`src/rtl/sram_loader_pkg.sv`:
```
// Shared types and defaults for the serial SRAM loader.
package sram_loader_pkg;

  localparam int DATA_W_DEFAULT  = 32;
  localparam int INST_W_DEFAULT  = 16;
  localparam int INST_AW_DEFAULT = 11;
  localparam int CNT_W           = 5;

  typedef enum logic [2:0] {
    S_IDLE,
    S_WSHIFT,
    S_WCOMMIT,
    S_RACCESS,
    S_RWAIT,
    S_RSHIFT,
    S_RESP,
    S_GAP
  } state_t;

endpackage

```
`src/rtl/sram_bit_shifter.sv`:
```
// Shift register shared by the write (serial out) and read (serial in) paths.
// The bit counter runs down from W-1; done is raised on the last bit.
module sram_bit_shifter
  import sram_loader_pkg::*;
#(
  parameter int DATA_W = DATA_W_DEFAULT,
  parameter int INST_W = INST_W_DEFAULT
) (
  input  logic              clk,
  input  logic              rst,
  input  logic              load,
  input  logic              load_wide,
  input  logic [DATA_W-1:0] load_data,
  input  logic              shift,
  input  logic              serial_in,
  output logic              shift_out,
  output logic [DATA_W-1:0] shifted,
  output logic              done
);

  logic [DATA_W-1:0] sr_reg;
  logic [CNT_W-1:0]  cnt_reg;
  logic              wide_reg;

  // Value the register takes on the next shift; also the final read word.
  assign shifted   = {sr_reg[DATA_W-2:0], serial_in};
  // Serial output taken from bit W-1 of the active word width.
  assign shift_out = wide_reg ? sr_reg[DATA_W-1] : sr_reg[INST_W-1];
  assign done      = (cnt_reg == '0);

  // Load a new word and bit count, or shift one bit and count down.
  always_ff @(posedge clk or posedge rst) begin
    if (rst) begin
      sr_reg   <= '0;
      cnt_reg  <= '0;
      wide_reg <= 1'b0;
    end else if (load) begin
      sr_reg   <= load_data;
      cnt_reg  <= load_wide ? CNT_W'(DATA_W - 1) : CNT_W'(INST_W - 1);
      wide_reg <= load_wide;
    end else if (shift) begin
      sr_reg <= shifted;
      if (cnt_reg != '0) begin
        cnt_reg <= cnt_reg - 1'b1;
      end
    end
  end

endmodule

```
`src/rtl/sram_serial_loader.sv`:
```
// Host-side sequencer: turns parallel read/write commands into bit-serial
// shift / commit / capture sequences on the accelerator SRAM access pins.
module sram_serial_loader
  import sram_loader_pkg::*;
#(
  parameter int ADDRWIDTH = 13,
  parameter int DATA_W    = DATA_W_DEFAULT,
  parameter int INST_W    = INST_W_DEFAULT,
  parameter int INST_AW   = INST_AW_DEFAULT,
  parameter int READ_LAT  = 1
) (
  input  logic                 CLK,
  input  logic                 RST,
  input  logic                 ENABLE,
  input  logic                 CMD_VALID,
  output logic                 CMD_READY,
  input  logic                 CMD_WRITE,
  input  logic                 CMD_MUX,
  input  logic [ADDRWIDTH-1:0] CMD_ADDR,
  input  logic [DATA_W-1:0]    CMD_WDATA,
  output logic                 RSP_VALID,
  input  logic                 RSP_READY,
  output logic [DATA_W-1:0]    RSP_RDATA,
  output logic                 BUSY,
  output logic                 SRAMSEL,
  output logic [ADDRWIDTH-1:0] SRAMA,
  output logic                 SRAMMUX,
  output logic                 SRAMCEN,
  output logic                 SRAMWEN,
  output logic                 SRAMDIN,
  input  logic                 SRAMDOUT
);

  localparam logic [1:0] LAT_INIT = 2'(READ_LAT > 0 ? READ_LAT - 1 : 0);

  state_t                state_reg, state_next;
  logic [ADDRWIDTH-1:0]  addr_reg, addr_next, inst_addr;
  logic                  mux_reg, mux_next;
  logic                  cen_reg, cen_next;
  logic                  wen_reg, wen_next;
  logic                  din_reg, din_next;
  logic                  sel_reg;
  logic                  rsp_valid_reg, rsp_valid_next;
  logic [DATA_W-1:0]     rsp_rdata_reg, rsp_rdata_next;
  logic [1:0]            lat_reg, lat_next;
  logic                  sh_load, sh_wide, sh_shift, sh_out, sh_done;
  logic [DATA_W-1:0]     sh_load_data, sh_shifted;
  logic                  accept;

  // INST_SRAM addresses keep only the low INST_AW bits.
  genvar gi;
  generate
    for (gi = 0; gi < ADDRWIDTH; gi++) begin : g_inst_addr
      if (gi < INST_AW) begin : g_keep
        assign inst_addr[gi] = CMD_ADDR[gi];
      end else begin : g_zero
        assign inst_addr[gi] = 1'b0;
      end
    end
  endgenerate

  // Commands are taken only once SRAM ownership has been granted to the loader.
  assign CMD_READY = (state_reg == S_IDLE) && ENABLE && !rsp_valid_reg && sel_reg;
  assign accept    = CMD_READY && CMD_VALID;
  assign BUSY      = (state_reg != S_IDLE);

  assign SRAMSEL   = sel_reg;
  assign SRAMA     = addr_reg;
  assign SRAMMUX   = mux_reg;
  assign SRAMCEN   = cen_reg;
  assign SRAMWEN   = wen_reg;
  assign SRAMDIN   = din_reg;
  assign RSP_VALID = rsp_valid_reg;
  assign RSP_RDATA = rsp_rdata_reg;

  // Write data is preloaded one bit ahead so shift_out is always the next DIN bit.
  sram_bit_shifter #(
    .DATA_W (DATA_W),
    .INST_W (INST_W)
  ) u_shifter (
    .clk       (CLK),
    .rst       (RST),
    .load      (sh_load),
    .load_wide (sh_wide),
    .load_data (sh_load_data),
    .shift     (sh_shift),
    .serial_in (SRAMDOUT),
    .shift_out (sh_out),
    .shifted   (sh_shifted),
    .done      (sh_done)
  );

  // Next-state and next-output decode; outputs reflect the state they belong to.
  always_comb begin
    state_next     = state_reg;
    addr_next      = addr_reg;
    mux_next       = mux_reg;
    cen_next       = 1'b1;
    wen_next       = 1'b1;
    din_next       = 1'b0;
    rsp_valid_next = rsp_valid_reg;
    rsp_rdata_next = rsp_rdata_reg;
    lat_next       = lat_reg;
    sh_load        = 1'b0;
    sh_wide        = mux_reg;
    sh_load_data   = '0;
    sh_shift       = 1'b0;
    case (state_reg)
      S_IDLE: begin
        if (accept) begin
          addr_next = CMD_MUX ? CMD_ADDR : inst_addr;
          mux_next  = CMD_MUX;
          if (CMD_WRITE) begin
            state_next   = S_WSHIFT;
            din_next     = CMD_MUX ? CMD_WDATA[DATA_W-1] : CMD_WDATA[INST_W-1];
            sh_load      = 1'b1;
            sh_wide      = CMD_MUX;
            sh_load_data = {CMD_WDATA[DATA_W-2:0], 1'b0};
          end else begin
            state_next = S_RACCESS;
            cen_next   = 1'b0;
          end
        end
      end
      S_WSHIFT: begin
        if (sh_done) begin
          state_next = S_WCOMMIT;
          cen_next   = 1'b0;
          wen_next   = 1'b0;
          din_next   = din_reg;
        end else begin
          sh_shift = 1'b1;
          din_next = sh_out;
        end
      end
      S_WCOMMIT: begin
        state_next = S_GAP;
      end
      S_RACCESS: begin
        // Clear the capture register so narrow reads come back zero-extended.
        sh_load    = 1'b1;
        sh_wide    = mux_reg;
        lat_next   = LAT_INIT;
        state_next = (READ_LAT == 0) ? S_RSHIFT : S_RWAIT;
      end
      S_RWAIT: begin
        if (lat_reg == 2'd0) begin
          state_next = S_RSHIFT;
        end else begin
          lat_next = lat_reg - 2'd1;
        end
      end
      S_RSHIFT: begin
        sh_shift = 1'b1;
        if (sh_done) begin
          state_next     = S_RESP;
          rsp_valid_next = 1'b1;
          rsp_rdata_next = sh_shifted;
        end
      end
      S_RESP: begin
        if (RSP_READY) begin
          rsp_valid_next = 1'b0;
          state_next     = S_GAP;
        end
      end
      S_GAP: begin
        state_next = S_IDLE;
      end
      default: begin
        state_next = S_IDLE;
      end
    endcase
  end

  // State and registered SRAM-side / response outputs.
  always_ff @(posedge CLK or posedge RST) begin
    if (RST) begin
      state_reg     <= S_IDLE;
      addr_reg      <= '0;
      mux_reg       <= 1'b0;
      cen_reg       <= 1'b1;
      wen_reg       <= 1'b1;
      din_reg       <= 1'b0;
      sel_reg       <= 1'b0;
      rsp_valid_reg <= 1'b0;
      rsp_rdata_reg <= '0;
      lat_reg       <= 2'd0;
    end else begin
      state_reg     <= state_next;
      addr_reg      <= addr_next;
      mux_reg       <= mux_next;
      cen_reg       <= cen_next;
      wen_reg       <= wen_next;
      din_reg       <= din_next;
      sel_reg       <= ENABLE || (state_reg != S_IDLE);
      rsp_valid_reg <= rsp_valid_next;
      rsp_rdata_reg <= rsp_rdata_next;
      lat_reg       <= lat_next;
    end
  end

endmodule

```
`config.mk`:
```
export PLATFORM = sky130hd
export DESIGN_NAME = sram_serial_loader
export DESIGN_NICKNAME = d
export VERILOG_FILES = /design/src/rtl/sram_loader_pkg.sv /design/src/rtl/sram_bit_shifter.sv /design/src/rtl/sram_serial_loader.sv
export SDC_FILE = /design/constraint.sdc
export NUM_CORES = 1
export LEC_CHECK = 0
export BUFFER_PORTS_ARGS = -buffer_cell sky130_fd_sc_hd__buf_2
export CAP_MARGIN = 10
export CORE_MARGIN = 2
export CORE_UTILIZATION = 35
export CTS_BUF_LIST = sky130_fd_sc_hd__clkbuf_4 sky130_fd_sc_hd__clkbuf_8
export DETAILED_ROUTE_END_ITERATION = 6
export SLEW_MARGIN = 20
export SYNTH_ARGS = -nofsm -noshare
export SYNTH_HDL_FRONTEND = slang
export SYNTH_SLANG_ARGS = --single-unit
```
`constraint.sdc`:
```
create_clock -name CLK -period 9.6 [get_ports CLK]
set_input_delay 1.92 -clock CLK [delete_from_list [all_inputs] [get_ports CLK]]
set_output_delay 1.92 -clock CLK [all_outputs]
set_load 0.005 [all_outputs]
```
---- Word level (Yosys, flattened, before mapping) ----
Cells that the tools add are included.
storage, ports and cells
  flip-flop bits (word level) ............. 94
  input port bits ......................... 53
  output and inout port bits .............. 53
  logic and storage cells ................. 89
operators by class
  add/subtract/negate cells ............... 2
  equal/unequal tests ..................... 14
  mux-type cells .......................... 39
  reductions and logical operators ........ 21
operators with widths
  cell                                                 count
  two-way mux 32 bit                                   5
  one-hot mux 3 bit (8 select lines)                   1
  two-way mux 5 bit                                    4
  two-way mux 1 bit                                    15
  two-way mux 3 bit                                    5
  != test 2 bit, second input constant                 7
  two-way mux 13 bit                                   1
  equality test 3 bit, second input constant           4
  one-hot mux 1 bit (2 select lines)                   5
  AND reduction 2 bit                                  4
  nonzero test 2 bit                                   4
  equality test 3 x 2 -> 1 bit, second input constant  2
  logical NOT 5 bit                                    1
  AND reduction 5 bit                                  1
  nonzero test 5 bit                                   1
  subtractor 5 x 1 -> 5 bit, second input constant     1
  logical AND 1 bit                                    4
  two-way mux 2 bit                                    2
  one-hot mux 2 bit (2 select lines)                   1
  equality test 3 x 1 -> 1 bit, second input constant  1
  logical NOT 3 bit                                    1
  AND reduction 3 bit                                  1
  nonzero test 3 bit                                   1
  logical NOT 2 bit                                    1
  3 further kinds                                      3

---- Logic depth before layout (Yosys ltp) ----
Gate-level depths: netlist of run 1.
  depth after elaboration ................. 9
  mapped depth ............................ 8
  gate-level depth less buffers ........... 6

---- Cells and area by module ----
A second synthesis of run 1 with hierarchy kept.
unflattened totals
  cells, all modules ...................... 401
  area total of the unflattened synthesis .. 4,554.4 um2
by module, submodules not included
  module              times used  cells each  area each (um2)  sequential area each (um2)
  sram_serial_loader  1           198         2,547.4          1,403.8
  sram_bit_shifter    1           203         2,006.9          950.9

---- Worst setup path before layout of run 1 ----
Ideal clock, no wire load.
  kind .................................... input port to output port
  from .................................... in ENABLE
  to ...................................... out CMD_READY
  arrival time ............................ 2.149 ns
  data required time ...................... 7.680 ns
  path slack .............................. 5.531 ns
  cell stages on the path ................. 2
  path buffers ............................ 0
  cell sequence ........................... nand2_1 > nor3_1
between the ends
  word-level cells in the longest chain between the ends .. 3
ends and longest elaborated chain
  item                             line                      RTL
  start: declaration               sram_serial_loader.sv:14  input logic ENABLE,
  logical AND 1 bit (3 in series)  sram_serial_loader.sv:63  assign CMD_READY = (state_reg == S_IDLE) && ENABLE && !rsp_valid_reg && sel_reg;
  end: declaration                 sram_serial_loader.sv:16  output logic CMD_READY,
No other way between the ends.

---- Worst setup path after layout of run 1 ----
Ends and elaborated chain as after synthesis.

==> report_table.html, run 1 <==
<table>
<tr><th>Metric</th><th>Value</th></tr>
<tr><th colspan="2">Synthesis</th></tr>
<tr><td>Post-synthesis cell count</td><td>452</td></tr>
<tr><td>Synth area leaders</td><td>sky130_fd_sc_hd__dfrtp_1, sky130_fd_sc_hd__mux2_2, sky130_fd_sc_hd__a221o_1, sky130_fd_sc_hd__nand2_1, sky130_fd_sc_hd__nand3b_1</td></tr>
<tr><td>Most frequently used flop master after synthesis</td><td>sky130_fd_sc_hd__dfrtp_1</td></tr>
<tr><td>Share of flip-flops with an asynchronous set or reset after synthesis</td><td>1.00</td></tr>
<tr><td>Synth Register Bits</td><td>94</td></tr>
<tr><td>Most numerous cell types in the synthesized netlist</td><td>sky130_fd_sc_hd__dfrtp_1, sky130_fd_sc_hd__nand2_1, sky130_fd_sc_hd__mux2_2</td></tr>
<tr><td>Most numerous cell in the Yosys netlist</td><td>sky130_fd_sc_hd__dfrtp_1</td></tr>
<tr><td>Syn_area_per_cell</td><td>10.4 µm²</td></tr>
<tr><td>Count of unique library cells instantiated by Yosys</td><td>43</td></tr>
<tr><td>Biggest area consumer among synthesized cells</td><td>sky130_fd_sc_hd__dfrtp_1</td></tr>
<tr><td>Share of synthesized area occupied by flip-flops and latches</td><td>0.503</td></tr>
<tr><td>Synthesized cell area</td><td>4680 µm²</td></tr>
<tr><td>Yosys top cell area share</td><td>0.491</td></tr>
<tr><td>Synthesis warning total</td><td>0</td></tr>
<tr><td>Number of nets in the synthesized netlist</td><td>508</td></tr>
<tr><td>Number of enable flip-flop cells after synthesis</td><td>0</td></tr>
<tr><th colspan="2">STA</th></tr>
<tr><td>Total negative setup slack</td><td>0 ns</td></tr>
<tr><td>Final worst-path cycle share</td><td>0.445</td></tr>
<tr><td>Final Max Tran Viols</td><td>0</td></tr>
<tr><td>Setup Skew</td><td>0.0125 ns</td></tr>
<tr><td>Worst Hold Margin</td><td>0.488 ns</td></tr>
<tr><td>Actual transition at the worst max-transition pin</td><td>0.789 ns</td></tr>
<tr><td>Max Freq</td><td>234 MHz</td></tr>
<tr><td>Time the final worst path needs with I/O delays and setup</td><td>4.28 ns</td></tr>
<tr><td>RSZ-0062 raised after global routing</td><td>false</td></tr>
<tr><td>Final setup fails</td><td>0</td></tr>
<tr><td>Slew Limit Headroom</td><td>0.474</td></tr>
<tr><td>Final count of hold timing violations</td><td>0</td></tr>
<tr><th colspan="2">Cells and area</th></tr>
<tr><td>Layout Area Growth over Synthesis</td><td>17.6%</td></tr>
<tr><td>Design area</td><td>5510 µm²</td></tr>
<tr><td>Register Area</td><td>2350 µm²</td></tr>
<tr><td>Antenna diode count</td><td>0</td></tr>
<tr><td>Fraction of layout instances using a drive strength above 1</td><td>0.355</td></tr>
<tr><td>Finished Core Util</td><td>0.419</td></tr>
<tr><td>Nets</td><td>596</td></tr>
<tr><td>Multi-input logic area</td><td>2120 µm²</td></tr>
<tr><td>Fill cell total of the finished layout</td><td>1323</td></tr>
<tr><th colspan="2">GRT</th></tr>
<tr><td>Wire length of the first global-routing pass</td><td>18.2 mm</td></tr>
<tr><td>Total routing usage reported by global routing</td><td>0.162</td></tr>
<tr><td>Number of antenna violations at the first check in global routing</td><td>0</td></tr>
<tr><td>Remaining global-route overflow</td><td>0</td></tr>
<tr><td>Pin count of the biggest net entering global routing</td><td>68</td></tr>
<tr><td>Number of global-route vias before repair</td><td>3622</td></tr>
<tr><th colspan="2">Flow run</th></tr>
<tr><td>Number of max-cap violations</td><td>0</td></tr>
<tr><th colspan="2">Setup path</th></tr>
<tr><td>Worst endpoint data arrival time</td><td>2.36 ns</td></tr>
<tr><td>Critical Path Max Stage Delay</td><td>0.16 ns</td></tr>
<tr><td>Element type at the critical path start</td><td>primary input</td></tr>
<tr><td>Cell with the largest stage delay on the worst path</td><td>sky130_fd_sc_hd__nor3_1</td></tr>
<tr><td>Critical path's most frequent cell</td><td>sky130_fd_sc_hd__buf_2</td></tr>
<tr><td>Crit end category</td><td>output pin</td></tr>
<tr><td>Crit path cell chain</td><td>buf_2 -&gt; nand2_1 -&gt; nor3_1 -&gt; buf_2</td></tr>
<tr><td>Worst endpoint required time</td><td>7.68 ns</td></tr>
<tr><td>Maximum net fanout on the critical path</td><td>3</td></tr>
<tr><td>Setup Crit Path Kind</td><td>primary input to output pin</td></tr>
<tr><th colspan="2">Clock tree</th></tr>
<tr><td>Clock Sink Count</td><td>94</td></tr>
<tr><td>Clock-pin slew on the worst setup and hold paths</td><td>0.09 ns</td></tr>
<tr><td>Clock latency on the worst-skew pair</td><td>0.39 ns</td></tr>
<tr><td>Post-CTS setup buffers</td><td>0</td></tr>
<tr><td>H-tree depth</td><td>3</td></tr>
<tr><td>CTS tree</td><td>done</td></tr>
<tr><td>Total clock buffers created by CTS</td><td>9</td></tr>
<tr><td>Root buffer selected by CTS</td><td>sky130_fd_sc_hd__clkbuf_8</td></tr>
<tr><td>Cts hold-fix bufs</td><td>0</td></tr>
<tr><td>Resized cells post-CTS</td><td>0</td></tr>
<tr><td>Buffer depth of the longest clock path</td><td>2</td></tr>
<tr><th colspan="2">Placed design</th></tr>
<tr><td>IO Port Bufs</td><td>105</td></tr>
<tr><td>Detailed placer's ending HPWL</td><td>7.11 mm</td></tr>
<tr><td>Total placed instance area</td><td>5300 µm²</td></tr>
<tr><td>Weighted congestion reported at the end of routability-driven placement</td><td>0.768</td></tr>
<tr><th colspan="2">Outcome</th></tr>
<tr><td>Result of the run</td><td>complete, no violations</td></tr>
<tr><th colspan="2">Route</th></tr>
<tr><td>Ratio of routed vias to standard cells</td><td>5.12</td></tr>
<tr><td>Antenna violation net count after detailed routing</td><td>0</td></tr>
<tr><td>First-pass DRT Iterations</td><td>5</td></tr>
<tr><td>DRC violation total after the first TritonRoute iteration</td><td>240</td></tr>
<tr><td># DRC</td><td>0</td></tr>
<tr><td>Total Wirelength</td><td>11.2 mm</td></tr>
<tr><td>Routed via count</td><td>3684</td></tr>
<tr><td>Average wire per standard cell</td><td>15.6 µm</td></tr>
<tr><th colspan="2">Die</th></tr>
<tr><td>Row cnt</td><td>42</td></tr>
<tr><td>Die Height</td><td>120 µm</td></tr>
<tr><td>Die area</td><td>14300 µm²</td></tr>
<tr><td>Die Width</td><td>120 µm</td></tr>
<tr><td>Starting utilization of the core area</td><td>0.357</td></tr>
<tr><td>Area of the core</td><td>13100 µm²</td></tr>
<tr><td>Ports</td><td>106</td></tr>
<tr><th colspan="2">Pwr</th></tr>
<tr><td>Leakage</td><td>0.00277 µW</td></tr>
<tr><td>Power per Cell Area</td><td>127 nW/µm²</td></tr>
<tr><td>VDD IR-drop max</td><td>0.0000493 V</td></tr>
<tr><th colspan="2">Worst hold path</th></tr>
<tr><td>HP Class</td><td>flop to flop</td></tr>
</table>
[power breakdown]
group / internal (µW) / switching [µW] / total, µW
Combinational: 8.82 / 13.6 / 22.4
Sequential: 396 / 0.358 / 396
Clock: 136 / 144 / 280
Total: 541 / 158 / 699
[path summary, 6_finish.rpt]
check | from | endpoint | slack [ns] | cells after the start
worst max-delay path | ENABLE | CMD_READY | 5.32 | 4
worst min-delay path | RSP_RDATA[5] | RSP_RDATA[5] | 0.49 | 1
worst max register to register | u_shifter.cnt_reg[0] | RSP_RDATA[16] | 6.97 | 6
worst min register to register | RSP_RDATA[5] | RSP_RDATA[5] | 0.49 | 1
max in group asynchronous | RST | u_shifter.cnt_reg[4] | 6.91 | 3
min in group asynchronous | RST | RSP_RDATA[27] | 1.54 | 2
[area by class of cell]
cell class,instances,area share
clock inverters,3,0.00795
multi-input cells,315,0.386
clock buffers,12,0.0288
flip-flops and latches,94,0.427
repair buffers,111,0.104
well taps,176,0.0400
inverters,9,0.00659
[through the flow]
step / setup slack, ns / power (µW) / instances
finish: 5.32 / 699 / 720
floorplan: 5.23 / 411 / 452
global placement: 5.34 / 427 / 705
global route: 5.27 / 725 / 720
detailed placement: 5.34 / 428 / 705
CTS: 5.34 / 707 / 720
[layout by cell type, fill, tap and decap left out, types with 2 or more instances in the layout]
cell type	instances
sky130_fd_sc_hd__xor2_1	2
sky130_fd_sc_hd__buf_2	105
sky130_fd_sc_hd__mux2_2	45
sky130_fd_sc_hd__buf_4	6
sky130_fd_sc_hd__nor3_1	5
sky130_fd_sc_hd__mux2i_1	3
sky130_fd_sc_hd__nand3b_1	31
sky130_fd_sc_hd__a221o_1	31
sky130_fd_sc_hd__a21oi_1	3
sky130_fd_sc_hd__a221oi_1	2
sky130_fd_sc_hd__dfstp_2	2
sky130_fd_sc_hd__o21ai_2	8
sky130_fd_sc_hd__nor2_1	40
sky130_fd_sc_hd__o21ai_0	32
sky130_fd_sc_hd__clkbuf_8	11
sky130_fd_sc_hd__nand3_1	6
sky130_fd_sc_hd__nor2_2	2
sky130_fd_sc_hd__inv_1	7
sky130_fd_sc_hd__ha_1	3
sky130_fd_sc_hd__nand2_1	80
sky130_fd_sc_hd__dfrtp_1	92
sky130_fd_sc_hd__nand2b_1	2
sky130_fd_sc_hd__nor2b_1	3
[per-layer routing]
metal  global-route usage  vias up  share of wire
met3               0.0399       12          0.058
li1                     -     1763              -
met2                0.260      104           0.48
met4               0.0551        0          0.015
met5                    0        -              0
met1                0.216     1805           0.45
[logic make-up after synthesis]
| logic type | Yosys count | synth area share |
|---|---|---|
| buf+inv | 43 | 0.0451 |
| simple gates | 179 | 0.192 |
| mux | 49 | 0.117 |
| flops | 94 | 0.503 |
| compound gates | 81 | 0.130 |
| fa+ha+maj | 3 | 0.00801 |
| xor+xnor | 3 | 0.00561 |
[worst max-delay path, delay by kind of cell]
| kind | cells | cell delay, ns |
|---|---|---|
| buf+inv | 2 | 0.23 |
| simple gates | 2 | 0.20 |
No activity file was read; power rests on OpenSTA's default activity.
==> inputs of run 2 (changes only) <==
--- a/config.mk
+++ b/config.mk
@@ -5,6 +5,7 @@
 export SDC_FILE = /design/constraint.sdc
 export NUM_CORES = 1
 export LEC_CHECK = 0
+export ABC_AREA = 1
 export BUFFER_PORTS_ARGS = -buffer_cell sky130_fd_sc_hd__buf_2
 export CAP_MARGIN = 10
 export CORE_MARGIN = 2
==> constraint.sdc (replaced) <==
create_clock -name CLK -period 4 [get_ports CLK]
set_input_delay 0.8 -clock CLK [delete_from_list [all_inputs] [get_ports CLK]]
set_output_delay 0.8 -clock CLK [all_outputs]
set_load 0.005 [all_outputs]
==> report_table.html, run 2 <==
<table>
<tr><th>Metric</th><th>Value</th></tr>
<tr><th colspan="2">STA</th></tr>
<tr><td>Final count of hold timing violations</td><td>0</td></tr>
<tr><td>Slew Limit Headroom</td><td>0.590</td></tr>
<tr><td>Final setup fails</td><td>0</td></tr>
<tr><td>Final worst-path cycle share</td><td>0.583</td></tr>
<tr><td>Setup Skew</td><td>0.00819 ns</td></tr>
<tr><td>Actual transition at the worst max-transition pin</td><td>0.614 ns</td></tr>
<tr><td>Time the final worst path needs with I/O delays and setup</td><td>2.33 ns</td></tr>
<tr><td>Max Freq</td><td>428 MHz</td></tr>
<tr><td>Worst Hold Margin</td><td>0.483 ns</td></tr>
<tr><td>Total negative setup slack</td><td>0 ns</td></tr>
<tr><td>Final Max Tran Viols</td><td>0</td></tr>
<tr><td>RSZ-0062 raised after global routing</td><td>false</td></tr>
<tr><th colspan="2">Worst hold path</th></tr>
<tr><td>Endpoint, Worst Hold</td><td>SRAMA[5]</td></tr>
<tr><td>Number of stages on the worst hold path</td><td>2</td></tr>
<tr><td>HP Class</td><td>flop to flop</td></tr>
<tr><td>Origin of the worst min-delay path</td><td>SRAMA[5]</td></tr>
<tr><th colspan="2">Clock tree</th></tr>
<tr><td>Total clock buffers created by CTS</td><td>9</td></tr>
<tr><td>Clock Sink Count</td><td>94</td></tr>
<tr><td>Resized cells post-CTS</td><td>0</td></tr>
<tr><td>Buffer depth of the longest clock path</td><td>2</td></tr>
<tr><td>Clock-pin slew on the worst setup and hold paths</td><td>0.09 ns</td></tr>
<tr><td>Cts hold-fix bufs</td><td>0</td></tr>
<tr><td>CTS tree</td><td>done</td></tr>
<tr><td>Post-CTS setup buffers</td><td>0</td></tr>
<tr><td>H-tree depth</td><td>3</td></tr>
<tr><td>Clock latency on the worst-skew pair</td><td>0.36 ns</td></tr>
<tr><td>Root buffer selected by CTS</td><td>sky130_fd_sc_hd__clkbuf_8</td></tr>
<tr><th colspan="2">Synthesis</th></tr>
<tr><td>Synthesized cell area</td><td>4330 µm²</td></tr>
<tr><td>Yosys top cell area share</td><td>0.532</td></tr>
<tr><td>Share of flip-flops with an asynchronous set or reset after synthesis</td><td>1.00</td></tr>
<tr><td>Post-synthesis cell count</td><td>496</td></tr>
<tr><td>Synth area leaders</td><td>sky130_fd_sc_hd__dfrtp_1, sky130_fd_sc_hd__nand2_1, sky130_fd_sc_hd__mux2_2, sky130_fd_sc_hd__nand3_1, sky130_fd_sc_hd__mux2_1</td></tr>
<tr><td>Biggest area consumer among synthesized cells</td><td>sky130_fd_sc_hd__dfrtp_1</td></tr>
<tr><td>Most frequently used flop master after synthesis</td><td>sky130_fd_sc_hd__dfrtp_1</td></tr>
<tr><td>Share of synthesized area occupied by flip-flops and latches</td><td>0.544</td></tr>
<tr><td>Number of enable flip-flop cells after synthesis</td><td>0</td></tr>
<tr><td>Syn_area_per_cell</td><td>8.73 µm²</td></tr>
<tr><td>Most numerous cell in the Yosys netlist</td><td>sky130_fd_sc_hd__nand2_1</td></tr>
<tr><td>Synth Register Bits</td><td>94</td></tr>
<tr><td>Count of unique library cells instantiated by Yosys</td><td>27</td></tr>
<tr><td>Synthesis warning total</td><td>0</td></tr>
<tr><td>Most numerous cell types in the synthesized netlist</td><td>sky130_fd_sc_hd__nand2_1, sky130_fd_sc_hd__dfrtp_1, sky130_fd_sc_hd__nand3_1</td></tr>
<tr><td>Number of nets in the synthesized netlist</td><td>552</td></tr>
<tr><th colspan="2">Cells and area</th></tr>
<tr><td>Design area</td><td>5120 µm²</td></tr>
<tr><td>Antenna diode count</td><td>0</td></tr>
<tr><td>Commonest non-fill, non-tap cells in the layout</td><td>sky130_fd_sc_hd__nand2_1, sky130_fd_sc_hd__buf_2, sky130_fd_sc_hd__dfrtp_1, sky130_fd_sc_hd__nand3_1</td></tr>
<tr><td>Register Area</td><td>2350 µm²</td></tr>
<tr><td>Fill cell total of the finished layout</td><td>1216</td></tr>
<tr><td>Multi-input logic area</td><td>1720 µm²</td></tr>
<tr><td>Nets</td><td>650</td></tr>
<tr><td>Fraction of layout instances using a drive strength above 1</td><td>0.270</td></tr>
<tr><td>Layout Area Growth over Synthesis</td><td>18.3%</td></tr>
<tr><td>Most common cell after layout, fill and taps aside</td><td>sky130_fd_sc_hd__nand2_1</td></tr>
<tr><td>Finished Layout Cells</td><td>767</td></tr>
<tr><th colspan="2">Placed design</th></tr>
<tr><td>Cells after DPL</td><td>751</td></tr>
<tr><td>Weighted congestion reported at the end of routability-driven placement</td><td>0.825</td></tr>
<tr><td>Total placed instance area</td><td>4940 µm²</td></tr>
<tr><td>Detailed placer's ending HPWL</td><td>6.98 mm</td></tr>
<tr><td>IO Port Bufs</td><td>105</td></tr>
<tr><th colspan="2">Setup path</th></tr>
<tr><td>Slack of the worst reg-to-reg path</td><td>1.67 ns</td></tr>
<tr><td>Reg-to-reg critical path endpoint</td><td>u_shifter.sr_reg[3]</td></tr>
<tr><td>Worst R2R Path Depth</td><td>8</td></tr>
<tr><td>Element type at the critical path start</td><td>flop</td></tr>
<tr><td>Setup Crit Path Kind</td><td>flop to flop</td></tr>
<tr><td>Worst endpoint required time</td><td>4.31 ns</td></tr>
<tr><td>Startpoint of the worst register-to-register path</td><td>state_reg[0]</td></tr>
<tr><td>Maximum net fanout on the critical path</td><td>34</td></tr>
<tr><td>Worst endpoint data arrival time</td><td>2.64 ns</td></tr>
<tr><td>Crit end category</td><td>flop</td></tr>
<tr><th colspan="2">Pwr</th></tr>
<tr><td>Leakage</td><td>0.00301 µW</td></tr>
<tr><td>Total power</td><td>3040 µW</td></tr>
<tr><td>VDD IR-drop max</td><td>0.000195 V</td></tr>
<tr><td>Power per Cell Area</td><td>593 nW/µm²</td></tr>
<tr><th colspan="2">Die</th></tr>
<tr><td>Die area</td><td>13300 µm²</td></tr>
<tr><td>Row cnt</td><td>40</td></tr>
<tr><td>Area of the core</td><td>12100 µm²</td></tr>
<tr><td>Die Width</td><td>115 µm</td></tr>
<tr><td>Starting utilization of the core area</td><td>0.359</td></tr>
<tr><td>Die Height</td><td>115 µm</td></tr>
<tr><td>Ports</td><td>106</td></tr>
<tr><th colspan="2">Outcome</th></tr>
<tr><td>Result of the run</td><td>complete, no violations</td></tr>
<tr><th colspan="2">Route</th></tr>
<tr><td>Average wire per standard cell</td><td>13.3 µm</td></tr>
<tr><td>First-pass DRT Iterations</td><td>5</td></tr>
<tr><td>Antenna violation net count after detailed routing</td><td>0</td></tr>
<tr><td># DRC</td><td>0</td></tr>
<tr><td>Total Wirelength</td><td>10.2 mm</td></tr>
<tr><td>Ratio of routed vias to standard cells</td><td>4.64</td></tr>
<tr><td>DRC violation total after the first TritonRoute iteration</td><td>192</td></tr>
<tr><td>Routed via count</td><td>3557</td></tr>
<tr><th colspan="2">GRT</th></tr>
<tr><td>Remaining global-route overflow</td><td>0</td></tr>
<tr><td>Total routing usage reported by global routing</td><td>0.158</td></tr>
<tr><td>Wire length of the first global-routing pass</td><td>16.3 mm</td></tr>
<tr><td>Pin count of the biggest net entering global routing</td><td>48</td></tr>
<tr><td>Number of antenna violations at the first check in global routing</td><td>0</td></tr>
<tr><td>Number of global-route vias before repair</td><td>3320</td></tr>
<tr><th colspan="2">Flow run</th></tr>
<tr><td>Number of max-cap violations</td><td>0</td></tr>
</table>
## run 2: cells by family (layout without fill, tap and decap cells)
kind of cell	count (synthesis)	in the layout	share of synthesized area
flops	94	94	0.544
xor+xnor	1	1	0.00202
buf+inv	48	151	0.0581
compound gates	17	17	0.0196
fa+ha+maj	3	3	0.00867
mux	31	31	0.0803
simple gates	302	302	0.287
## run 2: worst max-delay path by stage
stage	from	to	slack (ns)	cells past startpoint
2_1_floorplan	RST	RSP_RDATA[0]	0.75	1
3_3_place_gp	ENABLE	u_shifter.sr_reg[0]	1.45	9
3_5_place_dp	ENABLE	u_shifter.sr_reg[3]	1.33	9
4_1_cts	state_reg[0]	u_shifter.sr_reg[3]	1.63	8
5_1_grt	state_reg[0]	u_shifter.sr_reg[29]	1.39	8
6_report	state_reg[0]	u_shifter.sr_reg[3]	1.67	8
## run 2: worst max-delay path, stage by stage, from the launching register on
cell	delay (ns)
sky130_fd_sc_hd__dfrtp_1	0.45
sky130_fd_sc_hd__nand2_1	0.11
sky130_fd_sc_hd__nor2_1	0.07
sky130_fd_sc_hd__inv_2	0.46
sky130_fd_sc_hd__nand2_2	0.16
sky130_fd_sc_hd__nor2_2	0.50
sky130_fd_sc_hd__buf_4	0.34
sky130_fd_sc_hd__nand2_1	0.09
sky130_fd_sc_hd__nand2_1	0.07
## run 2: layout make-up
cell class	instances	area share
well taps	168	0.0410
inverters	27	0.0203
clock buffers	13	0.0313
clock inverters	3	0.00391
repair buffers	108	0.107
flip-flops and latches	94	0.460
multi-input cells	354	0.337
## run 2: layer usage
metal | part of all wire | global-route usage
met4 | 0.019 | 0.0538
met2 | 0.48 | 0.248
met3 | 0.049 | 0.0295
met5 | 0 | 0
met1 | 0.45 | 0.220
## run 2: where the power goes
group	switching, µW	internal [µW]	leakage, µW
logic	683	368	0.00168
clock network	332	264	0.0000899
registers	188	1200	0.00124
total	1200	1830	0.00301
## run 2: per-stage QoR
| step | utilization | worst slack, ns |
|---|---|---|
| 6_report | 0.425 | 1.67 |
| 5_1_grt | 0.425 | 1.39 |
| 4_1_cts | 0.425 | 1.63 |
| 3_5_place_dp | 0.410 | 1.33 |
| 3_3_place_gp | 0.410 | 1.45 |
| 2_1_floorplan | - | 0.755 |
==> inputs of run 3 (changes only) <==
==> constraint.sdc (replaced) <==
create_clock -name CLK -period 2.3 [get_ports CLK]
set_input_delay 0.46 -clock CLK [delete_from_list [all_inputs] [get_ports CLK]]
set_output_delay 0.46 -clock CLK [all_outputs]
set_load 0.005 [all_outputs]
==> report_table.html, run 3 (synthesized netlist as in run 2, its figures left out) <==
<table>
<tr><th>Metric</th><th>Value</th></tr>
<tr><th colspan="2">Setup path</th></tr>
<tr><td>Setup Crit Path Kind</td><td>flop to flop</td></tr>
<tr><td>Element type at the critical path start</td><td>flop</td></tr>
<tr><td>Worst endpoint data arrival time</td><td>2.12 ns</td></tr>
<tr><td>Crit path cell chain</td><td>inv_1 -&gt; ha_1 -&gt; nand3_1 -&gt; inv_1 -&gt; nand2_4 -&gt; mux2_2</td></tr>
<tr><td>Cell with the largest stage delay on the worst path</td><td>sky130_fd_sc_hd__nand2_4</td></tr>
<tr><td>Maximum net fanout on the critical path</td><td>35</td></tr>
<tr><td>Worst endpoint required time</td><td>2.55 ns</td></tr>
<tr><td>Critical path's most frequent cell</td><td>sky130_fd_sc_hd__inv_1</td></tr>
<tr><td>Critical Path Max Stage Delay</td><td>0.39 ns</td></tr>
<tr><td>Slack of the worst reg-to-reg path</td><td>0.43 ns</td></tr>
<tr><td>Crit end category</td><td>flop</td></tr>
<tr><th colspan="2">Clock tree</th></tr>
<tr><td>Resized cells post-CTS</td><td>0</td></tr>
<tr><td>Cts hold-fix bufs</td><td>0</td></tr>
<tr><td>Total clock buffers created by CTS</td><td>9</td></tr>
<tr><td>CTS tree</td><td>done</td></tr>
<tr><td>H-tree depth</td><td>3</td></tr>
<tr><td>Clock Sink Count</td><td>94</td></tr>
<tr><td>Post-CTS setup buffers</td><td>0</td></tr>
<tr><td>Clock-pin slew on the worst setup and hold paths</td><td>0.10 ns</td></tr>
<tr><td>Root buffer selected by CTS</td><td>sky130_fd_sc_hd__clkbuf_8</td></tr>
<tr><td>Buffer depth of the longest clock path</td><td>2</td></tr>
<tr><td>Clock latency on the worst-skew pair</td><td>0.36 ns</td></tr>
<tr><th colspan="2">Cells and area</th></tr>
<tr><td>Antenna diode count</td><td>0</td></tr>
<tr><td>Finished Core Util</td><td>0.427</td></tr>
<tr><td>Fill cell total of the finished layout</td><td>1204</td></tr>
<tr><td>Most common cell after layout, fill and taps aside</td><td>sky130_fd_sc_hd__nand2_1</td></tr>
<tr><td>Layout Area Growth over Synthesis</td><td>18.8%</td></tr>
<tr><td>Nets</td><td>653</td></tr>
<tr><td>Fraction of layout instances using a drive strength above 1</td><td>0.273</td></tr>
<tr><td>Commonest non-fill, non-tap cells in the layout</td><td>sky130_fd_sc_hd__nand2_1, sky130_fd_sc_hd__buf_2, sky130_fd_sc_hd__dfrtp_1, sky130_fd_sc_hd__nand3_1</td></tr>
<tr><td>Finished Layout Cells</td><td>769</td></tr>
<tr><th colspan="2">STA</th></tr>
<tr><td>Final worst-path cycle share</td><td>0.812</td></tr>
<tr><td>Final setup fails</td><td>0</td></tr>
<tr><td>Slew Limit Headroom</td><td>0.622</td></tr>
<tr><td>Final count of hold timing violations</td><td>0</td></tr>
<tr><td>Setup Skew</td><td>0.0107 ns</td></tr>
<tr><td>PnR worst setup slack</td><td>0.434 ns</td></tr>
<tr><td>Total negative setup slack</td><td>0 ns</td></tr>
<tr><td>RSZ-0062 raised after global routing</td><td>false</td></tr>
<tr><td>Max Freq</td><td>536 MHz</td></tr>
<tr><td>Actual transition at the worst max-transition pin</td><td>0.567 ns</td></tr>
<tr><td>Time the final worst path needs with I/O delays and setup</td><td>1.87 ns</td></tr>
<tr><td>Final Max Tran Viols</td><td>0</td></tr>
<tr><td>Worst Hold Margin</td><td>0.209 ns</td></tr>
<tr><th colspan="2">Die</th></tr>
<tr><td>Die Width</td><td>115 µm</td></tr>
<tr><td>Row cnt</td><td>40</td></tr>
<tr><td>Die Height</td><td>115 µm</td></tr>
<tr><td>Ports</td><td>106</td></tr>
<tr><td>Die area</td><td>13300 µm²</td></tr>
<tr><td>Area of the core</td><td>12100 µm²</td></tr>
<tr><td>Starting utilization of the core area</td><td>0.359</td></tr>
<tr><th colspan="2">GRT</th></tr>
<tr><td>Pin count of the biggest net entering global routing</td><td>95</td></tr>
<tr><td>Wire length of the first global-routing pass</td><td>16.4 mm</td></tr>
<tr><td>Total routing usage reported by global routing</td><td>0.156</td></tr>
<tr><td>Number of antenna violations at the first check in global routing</td><td>0</td></tr>
<tr><td>Remaining global-route overflow</td><td>0</td></tr>
<tr><td>Number of global-route vias before repair</td><td>3451</td></tr>
<tr><th colspan="2">Pwr</th></tr>
<tr><td>Sequential share of power</td><td>0.458</td></tr>
<tr><td>Design internal power</td><td>3170 µW</td></tr>
<tr><td>Relative contribution of combinational cells to total power</td><td>0.356</td></tr>
<tr><td>Power per Cell Area</td><td>1020 nW/µm²</td></tr>
<tr><td>Net switching power</td><td>2080 µW</td></tr>
<tr><td>VDD IR-drop max</td><td>0.000495 V</td></tr>
<tr><td>Switching share of total power</td><td>0.396</td></tr>
<tr><td>Leakage</td><td>0.00302 µW</td></tr>
<tr><td>Clk network pwr share</td><td>0.186</td></tr>
<tr><th colspan="2">Route</th></tr>
<tr><td>Antenna violation net count after detailed routing</td><td>0</td></tr>
<tr><td>DRC violation total after the first TritonRoute iteration</td><td>213</td></tr>
<tr><td>Total Wirelength</td><td>10.0 mm</td></tr>
<tr><td>Routed via count</td><td>3573</td></tr>
<tr><td>First-pass DRT Iterations</td><td>4</td></tr>
<tr><td># DRC</td><td>0</td></tr>
<tr><td>Ratio of routed vias to standard cells</td><td>4.65</td></tr>
<tr><td>Average wire per standard cell</td><td>13.0 µm</td></tr>
<tr><th colspan="2">Placed design</th></tr>
<tr><td>Weighted congestion reported at the end of routability-driven placement</td><td>0.780</td></tr>
<tr><td>IO Port Bufs</td><td>105</td></tr>
<tr><td>Post-placement worst setup slack</td><td>0.426 ns</td></tr>
<tr><td>Detailed placer's ending HPWL</td><td>6.76 mm</td></tr>
<tr><td>Cells after DPL</td><td>754</td></tr>
<tr><th colspan="2">Worst hold path</th></tr>
<tr><td>HP Class</td><td>primary input to async pin</td></tr>
<tr><th colspan="2">Outcome</th></tr>
<tr><td>Result of the run</td><td>complete, no violations</td></tr>
<tr><th colspan="2">Flow run</th></tr>
<tr><td>Number of max-cap violations</td><td>0</td></tr>
</table>
==> run 3: power by group through the flow <==
stage	clock network (µW)	registers [µW]	logic, µW
after CTS	1010	2400	1900
after detailed placement	0	2430	1890
after floorplan	0	2380	1420
after global placement	0	2420	1860
after global routing	1090	2460	2150
final	977	2400	1870
==> run 3: final cells by class <==
| class | instances | area, µm² | area share |
|---|---|---|---|
| Inverter | 27 | 105 | 0.0204 |
| Tap cell | 168 | 210 | 0.0408 |
| Clock buffer | 10 | 131 | 0.0255 |
| Timing Repair Buffer | 111 | 583 | 0.113 |
| Sequential cell | 94 | 2350 | 0.458 |
| Multi-Input combinational cell | 354 | 1720 | 0.335 |
| Clock inverter | 5 | 37.5 | 0.00729 |
==> run 3: worst max-delay path: cells and delay by family, from the launching register on <==
family | cells | cell delay, ns
buffers and inverters | 2 | 0.21
and+or+nand+nor | 2 | 0.55
adders and majority gates | 1 | 0.20
DFF | 1 | 0.37
muxes | 1 | 0.39
==> run 3: final timing paths <==
path / depth (start not counted) / end / start
worst min-delay path: 3 / RSP_RDATA[26] / RST
min in group CLK: 3 / SRAMA[9] / CMD_ADDR[9]
max in group asynchronous: 3 / SRAMCEN / RST
worst max register to register: 6 / RSP_RDATA[9] / u_shifter.cnt_reg[0]
worst min register to register: 2 / SRAMA[0] / SRAMA[0]
worst max-delay path: 6 / RSP_RDATA[9] / u_shifter.cnt_reg[0]
==> run 3: metrics by stage <==
stage | instance area (µm²) | power [µW]
2_1_floorplan | 4330 | 3790
3_3_place_gp | 4980 | 4280
3_5_place_dp | 4980 | 4330
4_1_cts | 5150 | 5320
5_1_grt | 5150 | 5700
6_report | 5150 | 5250
==> run 3: per-layer routing <==
metal  vias to the layer above  global-route usage  routed length [µm]
li1                       1760                   -                   -
met1                      1724               0.197                4470
met2                        72               0.266                4990
met3                        17              0.0242                 366
met4                         0              0.0659                 204
met5                         -                   0                   0
